$ cat src/rtl/display_arbiter.sv
// display_arbiter: round-robin sharing of the 4-digit display with minimum dwell; DISP_ARB_GAP_EN adds a blank gap between owners
module display_arbiter #(
    parameter int NREQ  = 4,
    parameter int DWELL = 5000000,
    parameter int CW    = 23,
    parameter int GAP   = 1250,
    localparam int OW   = $clog2(NREQ)
) (
    input  logic               clock5,
    input  logic               reset,
    input  logic [NREQ-1:0]    req,
    input  logic [16*NREQ-1:0] val,
    output logic [NREQ-1:0]    grant,
    output logic [OW-1:0]      owner,
    output logic               active,
    output logic               blank,
    output logic [15:0]        dispVal
);
`ifdef DISP_ARB_GAP_EN
    typedef enum logic [1:0] {IDLE, HOLD, GAPS} state_t;
    localparam int GW = $clog2(GAP + 1);
    logic [GW-1:0] gcnt;
`else
    typedef enum logic {IDLE, HOLD} state_t;
    assign blank = 1'b0;
`endif
    state_t        state;
    logic [CW-1:0] cnt;
    logic [OW-1:0] nxt;
    logic          other;
    logic [15:0]   cur;

    // Round-robin search starting after the owner and ending on the owner itself
    always_comb begin
        nxt = owner;
        for (int k = NREQ; k >= 1; k--)
            if (req[(int'(owner) + k) % NREQ]) nxt = OW'((int'(owner) + k) % NREQ);
        other = |(req & ~(NREQ'(1) << owner));
        cur = val[16*int'(owner) +: 16];
    end

    // Grant state machine: idle, holding an owner, and the optional blank gap
    always_ff @(posedge clock5) begin
        if (reset) begin
            state   <= IDLE;
            grant   <= '0;
            owner   <= OW'(NREQ - 1);
            active  <= 1'b0;
            dispVal <= 16'h0000;
            cnt     <= '0;
`ifdef DISP_ARB_GAP_EN
            blank   <= 1'b0;
            gcnt    <= '0;
`endif
        end else begin
            case (state)
                IDLE: begin
                    if (|req) begin
                        state  <= HOLD;
                        grant  <= NREQ'(1) << nxt;
                        owner  <= nxt;
                        active <= 1'b1;
                        cnt    <= '0;
                    end
                end
                HOLD: begin
                    dispVal <= cur;
                    if (!req[owner] || (cnt == CW'(DWELL - 1) && other)) begin
                        cnt <= '0;
                        if (other) begin
`ifdef DISP_ARB_GAP_EN
                            state   <= GAPS;
                            grant   <= '0;
                            active  <= 1'b0;
                            blank   <= 1'b1;
                            dispVal <= 16'h0000;
                            gcnt    <= '0;
`else
                            grant   <= NREQ'(1) << nxt;
                            owner   <= nxt;
`endif
                        end else begin
                            state  <= IDLE;
                            grant  <= '0;
                            active <= 1'b0;
                        end
                    end else begin
                        cnt <= (cnt == CW'(DWELL - 1)) ? '0 : cnt + 1'b1;
                    end
                end
`ifdef DISP_ARB_GAP_EN
                GAPS: begin
                    if (gcnt == GW'(GAP - 1)) begin
                        blank <= 1'b0;
                        if (|req) begin
                            state  <= HOLD;
                            grant  <= NREQ'(1) << nxt;
                            owner  <= nxt;
                            active <= 1'b1;
                            cnt    <= '0;
                        end else begin
                            state <= IDLE;
                        end
                    end else begin
                        gcnt <= gcnt + 1'b1;
                    end
                end
`endif
                default: state <= IDLE;
            endcase
        end
    end
endmodule
$ cat config.mk
export PLATFORM = sky130hd
export DESIGN_NAME = display_arbiter
export DESIGN_NICKNAME = d
export VERILOG_FILES = /design/src/rtl/display_arbiter.sv
export SDC_FILE = /design/constraint.sdc
export NUM_CORES = 1
export LEC_CHECK = 0
export CAP_MARGIN = 10
export CORE_MARGIN = 4
export CORE_UTILIZATION = 50
export DETAILED_ROUTE_END_ITERATION = 16
export PLACE_DENSITY = 0.86
export REMOVE_ABC_BUFFERS = 1
export SLEW_MARGIN = 10
export SYNTH_ARGS = -nofsm -noshare
export SYNTH_HDL_FRONTEND = slang
export SYNTH_SLANG_ARGS = --single-unit
$ cat constraint.sdc
create_clock -name clock5 -period 4.1 [get_ports clock5]
set_clock_uncertainty 0.2 [all_clocks]
set_input_delay 0.41 -clock clock5 [delete_from_list [all_inputs] [get_ports clock5]]
set_output_delay 0.41 -clock clock5 [all_outputs]
set_load 0.03 [all_outputs]
==> flow_summary.ini <==
[routing]
wl_mm = 7.810
routedWlPerCell_microns = 17.32
vias_per_cell = 5.838
drt_pass1_iterations = 4
drt_first_iter_violations = 118
final_antenna_net_count = 0
via_count = 2633
drc = 0

[critical_path]
cp.arrival_ns = 2.83
startpoint = req[2]
path_class = input port to flip-flop
r2r_slack_ns = 1.43
cp-end-kind = flip-flop
worst_ep_required_time_ns = 4.15
startpoint_type = input port
rr_worst_depth = 7
r2r-start = owner[0]
rr_endpoint = cnt[10]
crit_path_max_fanout = 28

[die]
core-area_sq_um = 5507
start_util_pct = 51.37
dieArea_sq_um = 6926
die_y_microns = 83.22
rows = 27
die_w_microns = 83.22
pin_count = 94

[logic_synthesis]
ys_ff_latch = 47
synth_cells = 292
synth-compound-area-share_pct = 15.04
netlist_area_sq_um = 2829
yosys.area_share.adder_pct = 2.211
ys_warn_count = 0
ys_seq_area_share_pct = 33.26
synth_top_family_by_area = multiplexers
syn_avg_cell_area_sq_um = 9.688
synthMuxAreaShare_pct = 22.47
synthXorXnorAreaFrac_pct = 0.6192
async_flop_share_pct = 0
synth_edf_count = 0
synth-simple-area-share_pct = 21.45
synth_cell_type_count = 56
synthFlopType = dfxtp_1

[global_route]
grt_start_max_net_pins = 30
grt_pass1_vias = 2663
grt_first_pass_wirelength_mm = 12.62
grt_overflow = 0
grt_antenna_before_repair = 0
grt_util_all_layers_pct = 22.52

[layout]
area_growth_pct = 36.93
final_common_cell = clkdlybuf4s50_1
design_area_sq_um = 3874
drive_gt1_share_pct = 11.08
final_nets = 454
fin_cells = 451
antennaDiodeCount = 0
mostFrequentLayoutCells = 92 x clkdlybuf4s50_1, 47 x dfxtp_1, 34 x nor2_1, 23 x mux2i_1, 20 x a21oi_1

[placed_design]
placed_cells = 444
io_buffers = 92
place.gp.congestion = 0.8685
hpwl_mm = 5.929
placed_area_sq_um = 3771

[run]
cap_viol_max_count = 0

[outcome]
status = finished, final reports clean

[clock_network]
cts_buffers = 5
cts-root-buf = clkbuf_8
cts.sinks = 47
cts_hold_buffers = 0
clockBufferDepth = 2
tritoncts = built
worstSkewPairLatency_ns = 0.31
cts.htree.levels = 2
clkTransAtPathRegs_ns = 0.08
cts_resized = 0
postCtsSetupBuffers = 0

[pwr]
power_density_nw_per_um2 = 400.9
p_leak_nw = 1.456
ir_drop_uv = 270.0

[sta]
period_share_pct = 67.80
slew_headroom_pct = 34.32
fin_crit_ns = 2.780
finalHoldViolCount = 0
fin_tns_setup_ns = 0
worstMarginPinSlew_ns = 0.9821
finalSetupViolCount = 0
hold_ws_ns = 0.2741
fmax_ghz = 0.3598
rsz0062_at_grt = no
final_max_slew_viol_count = 0

[min_path]
min_to = grant[0]
worstHoldStart = grant[0]
hold-path-cell-count = 2
hold_path_class = flip-flop to flip-flop
[layout make-up]
cell class                      instances  area, sq um
Clock buffer                            6        72.57
Clock inverter                          1        30.03
Fill cell                             394         1633
Inverter                                8        30.03
Multi-Input combinational cell        220         1752
Sequential cell                        47        940.9
Tap cell                               72        90.09
Timing Repair Buffer                   97        958.4
[kinds of logic after synthesis]
kind of cell / count (synthesis)
AND/OR/NAND/NOR: 106
AO/OA/AOI/OAI: 64
flip-flops: 47
multiplexers: 42
buffers and inverters: 25
adder cells (fa/ha/maj): 5
XOR/XNOR: 2
other: 1
[power breakdown]
group	total, mW	switching [mW]	internal [mW]
logic	0.689	0.352	0.337
registers	0.532	0.0266	0.505
clock network	0.332	0.154	0.179
[registers in the layout, summed over array words and instances (netlist names)]
signal and cells:
grant 4, state 1, cnt 23, active 1, owner 2, dispVal 16
[worst max-delay path by stage]
| stage | end | slack (ns) | depth (start not counted) |
|---|---|---|---|
| after CTS | cnt[16] | 1.33 | 7 |
| after detailed placement | cnt[16] | 1.02 | 7 |
| after global routing | cnt[16] | 1.14 | 7 |
| final | cnt[10] | 1.32 | 7 |
| after floorplan | cnt[11] | 0.99 | 5 |
| after global placement | cnt[10] | 1.14 | 7 |
[per-layer routing]
layer	GRT usage (%)	up-vias	routed length [microns]
met5	0	-	0
met4	7.429	0	148
met3	9.623	12	732
met2	38.99	89	3956
met1	24.72	1260	2973
li1	-	1272	-
[synthesized netlist by cell type, types with 5 or more instances]
master | n | area share [%]
mux4_2 | 17 | 14
nor2_1 | 34 | 4.5
a21oi_1 | 20 | 3.5
a31oi_1 | 8 | 1.8
and3_1 | 5 | 1.1
nand3_1 | 10 | 1.8
nand2_1 | 18 | 2.4
nand2b_1 | 5 | 1.1
dfxtp_1 | 47 | 33
mux2i_1 | 23 | 8.1
inv_1 | 8 | 1.1
o21ai_0 | 10 | 1.8
ha_1 | 5 | 2.2
buf_2 | 6 | 1.1
nand4_1 | 7 | 1.5
[per-stage QoR]
step | total power, mW | util [%] | setup WS (ns)
2_1_floorplan | 0.9766 | - | 0.9917
3_3_place_gp | 1.207 | 68.48 | 1.139
3_5_place_dp | 1.226 | 68.48 | 1.024
4_1_cts | 1.563 | 70.35 | 1.334
5_1_grt | 1.628 | 70.35 | 1.144
6_report | 1.553 | 70.35 | 1.320
[critical path, stage by stage]
cell,delay (ns)
clkdlybuf4s50_1,0.65
mux4_2,0.38
nand2_4,0.10
a211oi_4,0.79
buf_4,0.28
a21o_1,0.12
a32o_1,0.11
(Power assumes the default switching activity.)
